--- src/rtl/shader_pkg.sv ---
// Shared definitions for the shader program store: instruction encodings,
// the built-in reset program and the loader state type.
package shader_pkg;

    localparam int DEF_INSTR_W   = 8;
    localparam int DEF_NUM_INSTR = 10;

    // Encoding: [7:6] opcode class, [5:4] operand A, [3:2] operand B, [1:0] modifier
    localparam logic [DEF_INSTR_W-1:0] OP_NOP       = 8'b01_00_00_00;
    localparam logic [DEF_INSTR_W-1:0] OP_GETX_R0   = 8'b00_01_00_00;
    localparam logic [DEF_INSTR_W-1:0] OP_GETY_R1   = 8'b00_10_01_00;
    localparam logic [DEF_INSTR_W-1:0] OP_XOR_R0_R1 = 8'b10_00_00_01;
    localparam logic [DEF_INSTR_W-1:0] OP_SETRGB_R0 = 8'b11_00_00_00;

    // Slot 0 sits in the least significant byte
    localparam logic [DEF_NUM_INSTR*DEF_INSTR_W-1:0] DEF_PROG = {
        {6{OP_NOP}}, OP_SETRGB_R0, OP_XOR_R0_R1, OP_GETY_R1, OP_GETX_R0
    };

    typedef enum logic {
        ST_IDLE = 1'b0,
        ST_LOAD = 1'b1
    } load_state_e;

endpackage

--- src/rtl/shader_load_ctrl.sv ---
// Program loader control: accepts exactly NUM_INSTR handshaked words per load
// and flags the last one so the store can reset its program counter.
//
// state   | meaning
// --------+-----------------------------------------------------------
// ST_IDLE | program executes; load_start_i opens a load
// ST_LOAD | ready/busy high; each accepted word shifts into the store
module shader_load_ctrl
    import shader_pkg::*;
#(
    parameter int  NUM_INSTR = DEF_NUM_INSTR,
    localparam int CNT_W     = $clog2(NUM_INSTR)
) (
    input  logic clk_i,
    input  logic rst_ni,
    input  logic load_start_i,
    input  logic instr_valid_i,
    output logic instr_ready_o,
    output logic load_busy_o,
    output logic load_done_o,
    output logic accept_o,
    output logic last_accept_o
);

    load_state_e      state_q;
    logic [CNT_W-1:0] cnt_q;

    assign accept_o      = instr_valid_i && instr_ready_o;
    assign last_accept_o = accept_o && (cnt_q == CNT_W'(NUM_INSTR - 1));

    // Loader FSM with registered handshake and status outputs
    always_ff @(posedge clk_i) begin
        if (!rst_ni) begin
            state_q       <= ST_IDLE;
            cnt_q         <= '0;
            instr_ready_o <= 1'b0;
            load_busy_o   <= 1'b0;
            load_done_o   <= 1'b0;
        end else begin
            load_done_o <= 1'b0;
            case (state_q)
                ST_IDLE: begin
                    if (load_start_i) begin
                        state_q       <= ST_LOAD;
                        cnt_q         <= '0;
                        instr_ready_o <= 1'b1;
                        load_busy_o   <= 1'b1;
                    end
                end
                ST_LOAD: begin
                    if (last_accept_o) begin
                        state_q       <= ST_IDLE;
                        cnt_q         <= '0;
                        instr_ready_o <= 1'b0;
                        load_busy_o   <= 1'b0;
                        load_done_o   <= 1'b1;
                    end else if (accept_o) begin
                        cnt_q <= cnt_q + CNT_W'(1);
                    end
                end
            endcase
        end
    end

endmodule

--- src/rtl/shader_program_memory.sv ---
// Circular instruction store feeding the shader core one instruction per step.
// Slot 0 is the current instruction; loads shift new words in from the top.
module shader_program_memory
    import shader_pkg::*;
#(
    parameter int  INSTR_W   = DEF_INSTR_W,
    parameter int  NUM_INSTR = DEF_NUM_INSTR,
    parameter logic [NUM_INSTR*INSTR_W-1:0] DEFAULT_PROG = DEF_PROG,
    localparam int PC_W      = $clog2(NUM_INSTR)
) (
    input  logic               clk_i,
    input  logic               rst_ni,
    input  logic               shift_i,
    input  logic               load_start_i,
    input  logic               instr_valid_i,
    output logic               instr_ready_o,
    input  logic [INSTR_W-1:0] instr_i,
    output logic               load_busy_o,
    output logic               load_done_o,
    output logic [INSTR_W-1:0] instr_o,
    output logic [PC_W-1:0]    pc_o,
    output logic               wrap_o
);

    logic [INSTR_W-1:0] slot_q [NUM_INSTR];
    logic               accept;
    logic               last_accept;
    logic               shift_en;
    logic               pc_at_end;

    shader_load_ctrl #(
        .NUM_INSTR (NUM_INSTR)
    ) u_load_ctrl (
        .clk_i         (clk_i),
        .rst_ni        (rst_ni),
        .load_start_i  (load_start_i),
        .instr_valid_i (instr_valid_i),
        .instr_ready_o (instr_ready_o),
        .load_busy_o   (load_busy_o),
        .load_done_o   (load_done_o),
        .accept_o      (accept),
        .last_accept_o (last_accept)
    );

    // A load request in the same cycle wins over an execution step
    assign shift_en  = shift_i && !load_busy_o && !load_start_i;
    assign pc_at_end = (pc_o == PC_W'(NUM_INSTR - 1));
    assign instr_o   = slot_q[0];

    // Slot array: reset program, rotation on execution, shift-in on load
    always_ff @(posedge clk_i) begin
        if (!rst_ni) begin
            for (int k = 0; k < NUM_INSTR; k++) begin
                slot_q[k] <= DEFAULT_PROG[k*INSTR_W +: INSTR_W];
            end
        end else if (accept) begin
            for (int k = 0; k < NUM_INSTR - 1; k++) begin
                slot_q[k] <= slot_q[k+1];
            end
            slot_q[NUM_INSTR-1] <= instr_i;
        end else if (shift_en) begin
            for (int k = 0; k < NUM_INSTR - 1; k++) begin
                slot_q[k] <= slot_q[k+1];
            end
            slot_q[NUM_INSTR-1] <= slot_q[0];
        end
    end

    // Program counter tracks slot 0; a completed load realigns it to 0 silently
    always_ff @(posedge clk_i) begin
        if (!rst_ni) begin
            pc_o   <= '0;
            wrap_o <= 1'b0;
        end else begin
            wrap_o <= shift_en && pc_at_end;
            if (last_accept) begin
                pc_o <= '0;
            end else if (shift_en) begin
                pc_o <= pc_at_end ? '0 : pc_o + PC_W'(1);
            end
        end
    end

endmodule

--- config.mk ---
export PLATFORM = sky130hd
export DESIGN_NAME = shader_program_memory
export DESIGN_NICKNAME = d
export VERILOG_FILES = /design/src/rtl/shader_pkg.sv /design/src/rtl/shader_load_ctrl.sv /design/src/rtl/shader_program_memory.sv
export SDC_FILE = /design/constraint.sdc
export NUM_CORES = 1
export LEC_CHECK = 0
export CAP_MARGIN = 20
export CORE_UTILIZATION = 50
export CTS_CLUSTER_DIAMETER = 40
export DETAILED_ROUTE_END_ITERATION = 7
export PLACE_DENSITY = 0.73
export SLEW_MARGIN = 15
export SYNTH_ARGS = -nofsm -noshare
export SYNTH_HDL_FRONTEND = slang
export SYNTH_HIERARCHICAL = 1
export SYNTH_SLANG_ARGS = --single-unit
--- constraint.sdc ---
create_clock -name clk_i -period 2.13 [get_ports clk_i]
set_input_delay 0.426 -clock clk_i [delete_from_list [all_inputs] [get_ports clk_i]]
set_output_delay 0.426 -clock clk_i [all_outputs]
set_load 0.03 [all_outputs]
==> results_dict.tcl <==
set metrics [dict create \
    outcome "finished, final reports clean" \
    cp.required_ps 1700 \
    crit_type "reg2out" \
    end_kind "output pin" \
    crit_arrival_ps 1630 \
    h-tree-depth 3 \
    grt_max_degree 60 \
    clock-sinks 92 \
    drive_gt1_share_pct 10.4 \
    clockRootBuffer "clkbuf_8" \
    synth_warnings 6 \
    gp_congestion 0.779 \
    final-hold-violation-count 0 \
    drv_cap 0 \
    antennaDiodeCount 0 \
    grt_pass1_vias 1717 \
    synth.net_count 263 \
    port_buffers 28 \
    initial_core_util_pct 52.7 \
    r2r_slack_ps 380 \
    grt_pass1_wl_um 8490 \
    hp-class "reg2reg" \
    crit_family "buffers and inverters" \
    tns_ps 0 \
    endpoint "instr_ready_o" \
    r2r_start "u_load_ctrl/load_busy_o" \
    reg2regPathDepth 4 \
    coreArea_sq_um 6940 \
    timing.hold.worst.start "pc_o[3]" \
    leakage_nw 1.54 \
    powerDensity_nw_per_um2 863 \
    io_pins 29 \
    cp_max_fo 8 \
    worst_pin_slew_ps 351 \
    numCtsBuffers 9 \
    max_stage_delay_ps 740 \
    rsz0062_at_grt "false" \
    dp_slack_ps 63.6 \
    clock_latency_ps 350 \
    drt-total-wl_um 5210 \
    rows 30 \
    fin_crit_sh_pct 96.4 \
    switching_share_pct 21.8 \
    syn_area_sq_um 3660 \
    clkPwrFrac_pct 35.0 \
    antenna_found_initial 0 \
    die_area_sq_um 7670 \
    power_frac_seq_pct 58.1 \
    drv_slew 0 \
    clkSlewWorstSetupHoldPaths_ps 100 \
    grtUsageTotal_pct 15.1 \
    synthCells 248 \
    synth.distinct_cells 39 \
    fin_util_pct 61.2 \
    path_cells "clkdlybuf4s50_1" \
    path_depth 1 \
    nFillCells 526 \
    fin_ws_ps 76.2 \
    first_pass_iters 4 \
    ys_ff_latch 92 \
    overflow 0 \
    cts_tree "built" \
    switchingPower_mw 0.801 \
    viasPerCell 4.90 \
    area_growth_pct 16.2 \
    wl_per_cell_um 13.9 \
    die_y_um 87.6 \
    p_comb_share_pct 6.9 \
    critPathSlowestCell "clkdlybuf4s50_1" \
    internal-power_mw 2.87 \
    dp_hpwl_um 3290 \
    vias 1842 \
    min_period_ps 2050 \
    cp.buffers_inverters 1 \
    max_slew_margin_pct 76.5 \
    setup_viol 0 \
    drt_iter0_drc 81 \
    nNetsFinal 291 \
    die_x_um 87.6 \
    finClkSkew_ps 13.1 \
    ys_seq_area_share_pct 72.2 \
    irDropWorstVdd_mv 0.431 \
    crit_path_start "u_load_ctrl/load_busy_o" \
    synth_area_per_cell_sq_um 14.8 \
    ant_nets 0 \
    rr_endpoint "slot_q[0][78]" \
    cts_buffer_depth 2 \
    max_freq_mhz 487 \
    start_kind "flip-flop" \
    route.detailed.drc 0 \
]
[registers in the layout, indices dropped and copies added, names as in the netlist]
register and flops:
u_load_ctrl/state_q 1, u_load_ctrl/cnt_q 4, u_load_ctrl/load_done_o 1, pc_o 4, slot_q 80, u_load_ctrl/load_busy_o 1
wrap_o 1
[synthesized netlist by cell type, drive strengths merged]
master	number	area [sq um]
buf	11	77.6
and2b	1	7.51
and4b	1	11.3
nand4bb	1	11.3
a2bb2o	1	10.0
and3b	1	8.76
dfxtp	12	240
nand3	3	27.5
nand2b	14	87.6
clkbuf	7	33.8
a22o	7	61.3
and3	1	6.26
nand4	1	6.26
or3b	2	17.5
or3	3	18.8
xor2	1	8.76
a221o	1	10.0
xnor2	1	8.76
nor3	3	15.0
or2	1	6.26
inv	4	15.0
and2	61	382
nand3b	1	7.51
nor3b	1	18.8
nand2	4	15.0
ha	2	25.0
nor2	8	30.0
o21a	2	16.3
a211oi	1	12.5
nor2b	3	18.8
edfxtp	80	2400
o21ai	3	15.0
o31ai	1	7.51
a21oi	4	20.0
[placed cells by master, fill, tap and decap left out, drive strengths merged, types with 2 or more instances in the layout]
master	netlist	layout
clkbuf	7	9
nand2b	14	14
o21ai	3	3
or3b	2	2
or3	3	3
inv	4	7
a21oi	4	4
nand2	4	4
buf	11	7
o21a	2	2
clkdlybuf4s50	0	27
nor2	8	8
nor2b	3	3
edfxtp	80	80
nand3	3	3
dfxtp	12	12
bufinv	0	2
and2	61	61
nor3	3	3
ha	2	2
a22o	7	7
[layer usage]
layer / GRT usage, % / routed length, um / vias to the layer above
li1: - / - / 922
met1: 23.3 / 2740 / 887
met2: 20.7 / 2240 / 28
met3: 3.96 / 182 / 5
met4: 5.37 / 42 / 0
met5: 0 / 0 / -
[kinds of logic after synthesis]
family	share of synthesized area, %
compound gates	4.17
xor+xnor	0.479
fa+ha+maj	0.684
buf+inv	3.45
flops	72.2
simple gates	19.0
[worst min-delay path by stage]
stage | endpoint | slack, ps | depth (start not counted)
2_1_floorplan | slot_q[0][10] | 480 | 1
3_3_place_gp | pc_o[3] | 480 | 2
3_5_place_dp | pc_o[3] | 490 | 2
4_1_cts | pc_o[3] | 500 | 2
5_1_grt | slot_q[0][46] | 520 | 1
6_report | pc_o[3] | 500 | 2
[area by class of cell]
| type | instances | area, sq um | area share (%) |
|---|---|---|---|
| repair buffers | 35 | 360 | 8.48 |
| clock inverters | 6 | 96.3 | 2.27 |
| inverters | 4 | 15.0 | 0.353 |
| well taps | 96 | 120 | 2.83 |
| flip-flops and latches | 92 | 2640 | 62.2 |
| clock buffers | 9 | 124 | 2.91 |
| multi-input cells | 134 | 893 | 21.0 |
[power by group through the flow]
stage	registers (mW)	clock network [mW]	logic, mW
final	2.13	1.29	0.252
after global routing	2.15	1.38	0.272
after CTS	2.13	1.32	0.255
after detailed placement	2.17	0	0.254
after global placement	2.17	0	0.251
after floorplan	2.16	0	0.163
[stage by stage]
stage	cell area, sq um	hold slack (ps)	cells	total power, mW
2_1_floorplan	3660	477	248	2.32
3_3_place_gp	4030	477	361	2.42
3_5_place_dp	4030	491	361	2.43
4_1_cts	4250	503	376	3.70
5_1_grt	4250	524	376	3.80
6_report	4250	499	376	3.67
[timing repair]
| item | in CTS | in global routing |
|---|---|---|
| hold buffers | 0 | 0 |
| setup buffers | 0 | 0 |
| gates resized for setup | 0 | 1 |
| endpoints found under the setup margin | 0 | 1 |
Power figures use the tool's default switching activity.
==> RTL change 1: new RTL, config.mk and constraints unchanged <==
Change the package constant `DEF_INSTR_W` from 8 to 9.
--- a/src/rtl/shader_pkg.sv
+++ b/src/rtl/shader_pkg.sv
@@ -2,7 +2,7 @@
 // the built-in reset program and the loader state type.
 package shader_pkg;
 
-    localparam int DEF_INSTR_W   = 8;
+    localparam int DEF_INSTR_W   = 9;
     localparam int DEF_NUM_INSTR = 10;
 
     // Encoding: [7:6] opcode class, [5:4] operand A, [3:2] operand B, [1:0] modifier
Ports: changed (resized instr_i and instr_o); port bits go from 29 to 31. The function was not compared with the original's and may differ.
==> RTL change 1 against the original RTL <==
  * Utilization is 1.4 points lower
  * Worst setup slack better by 0.085 ns
  * Die area is 10% higher
  * Synthesized area is 10% higher
  * Highest routed layer unchanged
  * Synthesized cell count is 8.5% higher
  * Critical path type unchanged
  * Wire length is 14% higher
  * Largest cell class unchanged
  * Cell area is 9.4% higher
  * Power is 5.0% higher
  * Sequential cell count is 10 higher
==> RTL change 1: results (changes against the original RTL) <==
- Outcome: completed
- Worst setup endpoint: instr_o[3]
- DP Area: 4451 um^2 (+10%)
- Gpl congestion: 0.7262 (-6.7%)
- Total Routing Usage GR: 15.86% (+0.77 points)
- Vias per inst: 5.025 (+2.6%)
- Max FO, Critical Path: 2 (-6)
- Int Pwr: 2.990 mW (+4.3%)
- Reg2reg end: slot_q[0][88]$_DFFE_PP_
- Largest cells by area after synthesis: edfxtp_1 (67%), and2_1 (11%), dfxtp_1 (5.9%)
- Worst hold path endpoint: slot_q[0][34]$_SDFFCE_PN1P_
- FILL cells: 607 (+15%)
- R2R Setup Slk: 0.50 ns (+0.12 ns)
- Setup WS pre-CTS: 0.04130 ns (-0.02225 ns)
- Comb power frac: 7.3% (+0.4 points)
- Syn avg cell area: 15.03 um^2 (+1.9%)
- Worst-skew pair later-pin latency: 0.37 ns (+0.02 ns)
- Post-Syn Nets: 285 (+8.4%)
- Post-synth top cells: edfxtp_1 (90), and2_1 (70), nand2b_1 (14), dfxtp_1 (12), buf_4 (11)
- Number of input and output port buffers inserted: 30 (+7.1%)
- Worst relative slew slack: 77.50% (+0.95 points)
- Final #Nets: 313 (+7.6%)
- Total vias in the final route: 2030 (+10%)
- Power in the clock group: 1.20 mW (-7%)
- DR WL met3: 176 um (-3.3%)
- Routed wl met2: 2669 um (+19%)
- Reg2Reg Depth: 5 (+1)
RTL change 1: cell count changes in the layout (fill, tap and decap cells not counted), moves of 2 or more:
cell,change
edfxtp_1,+10
buf_4,-2
and2_1,+9
buf_12,+2
clkinv_1,+2
RTL change 1: area by class of cell:
type	count	area [um^2]	share of cell area (%)
inverters	4	15.01	0.3228
flip-flops and latches	102	2943	63.28
clock buffers	9	123.9	2.663
clock inverters	7	71.32	1.533
multi-input cells	143	962.2	20.69
well taps	102	127.6	2.744
repair buffers	37	407.9	8.771
RTL change 1: cells by family (layout without fill, tap and decap cells):
family                   count (synthesis)  after routing  synth area share, %
adder cells (fa/ha/maj)                  2              2               0.6187
XOR/XNOR                                 2              2               0.4332
flip-flops                             102            102                72.77
AO/OA/AOI/OAI                           22             22                4.301
buffers and inverters                   24             57                3.496
AND/OR/NAND/NOR                        117            117                18.38
==> RTL change 2: new RTL, same flow settings <==
Made on the original files. One comparison of `cnt_q` changes from == to >=.
--- a/src/rtl/shader_load_ctrl.sv
+++ b/src/rtl/shader_load_ctrl.sv
@@ -26,7 +26,7 @@
     logic [CNT_W-1:0] cnt_q;
 
     assign accept_o      = instr_valid_i && instr_ready_o;
-    assign last_accept_o = accept_o && (cnt_q == CNT_W'(NUM_INSTR - 1));
+    assign last_accept_o = accept_o && (cnt_q >= CNT_W'(NUM_INSTR - 1));
 
     // Loader FSM with registered handshake and status outputs
     always_ff @(posedge clk_i) begin
Behaviour: same outputs for any inputs over 10 cycles, from zero or initial values and one cycle with rst_ni low; that may be too few to reach the edited logic, so the function may still have changed.
==> RTL change 2 against the original RTL <==
  * Cell area up 0.53%
  * Worst setup slack improved by 0.036 ns
  * Power decreased by 1.1%
  * Wire length grew 3.0%
  * Synthesized cell count increased by 1.2%
  * Utilization about the same
  * Synthesized area rose by 0.92%
  * Sequential cell count stayed put
  * Critical endpoint is now load_busy_o
==> RTL change 2: results (changes against the original RTL) <==
- Seq area share: 61.83% (-0.33 points)
- Sequential element share of the synthesized area: 71.54% (-0.66 points)
- Tightest Pin Transition: 0.3196 ns (-0.03180 ns)
- Total vias in the final route: 1884 (+2.3%)
- Adder-cell area share of the yosys netlist: 1.016% (+0.33 points)
- Vias per inst: 4.984 (+1.7%)
- Buffers, non-clock: 33 (-5.7%)
- Reg2Reg Depth: 3 (-1)
- Worst setup endpoint: load_busy_o
- Die ar.: 7735 um^2 (+0.90%)
- Largest cells by area after synthesis: edfxtp_1 (65%), and2_1 (11%), dfxtp_1 (6.5%)
- Final WL: 5365 um (+3.0%)
- Share of layout cells above drive strength 1: 10.28% (-0.073 points)
- Met1 Use GR: 23.38% (+0.12 points)
- Initial DRC count: 128 (+58%)
- Synth Area in Compound Gates: 5.183% (+1.0 points)
- Largest net degree at the start of global routing: 56 (-6.7%)
- DP Area: 4060 um^2 (+0.78%)
- Total Routing Usage GR: 15.76% (+0.67 points)
- Worst hold path endpoint: slot_q[0][13]$_SDFFCE_PN1P_
- Area grow syn2layout: 15.72%
- XOR/XNOR Fraction of Synth Area: 0.2371% (-0.24 points)
- DRT met1 WL: 2772 um (+1.2%)
- CP Data Arrival Time: 1.59 ns (-0.04 ns)
- Clk tree area frac: 5.006% (-0.17 points)
- Fraction of area in multi-input gates: 21.52% (+0.50 points)
- Vias in the first global route: 1718 (+0.058%)
- Met2 usage: 20.93% (+0.19 points)
- Met3 GRT Util: 4.053% (+0.094 points)
- Post-synth top cells: edfxtp_1 (80), and2_1 (63), nand2b_1 (14), dfxtp_1 (12), buf_4 (9)
- Data buffer area share: 8.314% (-0.16 points)
- Switching fraction of total power: 21.25% (-0.58 points)
- FILL cells: 545 (+3.6%)
- Leakage: 1.531 nW (-0.68%)
- CTS resizes: 0 (unchanged)
- Global-route wire length before repair: 8707 um (+2.5%)
- Nonclk inv count: 6 (+2)
- Outcome: completed
- Hpwl dp: 3307 um (+0.50%)
- Final #Nets: 293 (+0.69%)
- GR peak layer: met1
- DR WL met3: 232 um (+27%)
- Hold WS: 0.5027 ns (+0.003422 ns)
- R2R Setup Slk: 0.43 ns (+0.05 ns)
RTL change 2: cell types whose count changed in the layout (fill, tap and decap cells not counted), moves of 2 or more:
cell | before | now
nor2_1 | 8 | 2
nand3_1 | 2 | 5
and2_1 | 61 | 63
nor3_1 | 3 | 1
a21boi_1 | 0 | 2
clkinv_1 | 0 | 2
o21ai_0 | 2 | 4
buf_4 | 5 | 2
RTL change 2: power by group through the flow:
stage / Combinational [mW] / Clock [mW] / Sequential (mW)
after global routing: 0.275 / 1.36 / 2.15
final: 0.253 / 1.24 / 2.13
after global placement: 0.251 / 0 / 2.17
after floorplan: 0.164 / 0 / 2.16
after CTS: 0.257 / 1.28 / 2.13
after detailed placement: 0.257 / 0 / 2.17
RTL change 2: worst register-to-register path: stages (launching register included):
cell and delay, ns:
dfxtp_1 0.50, and2_1 0.32, and3b_1 0.30, a221o_1 0.34
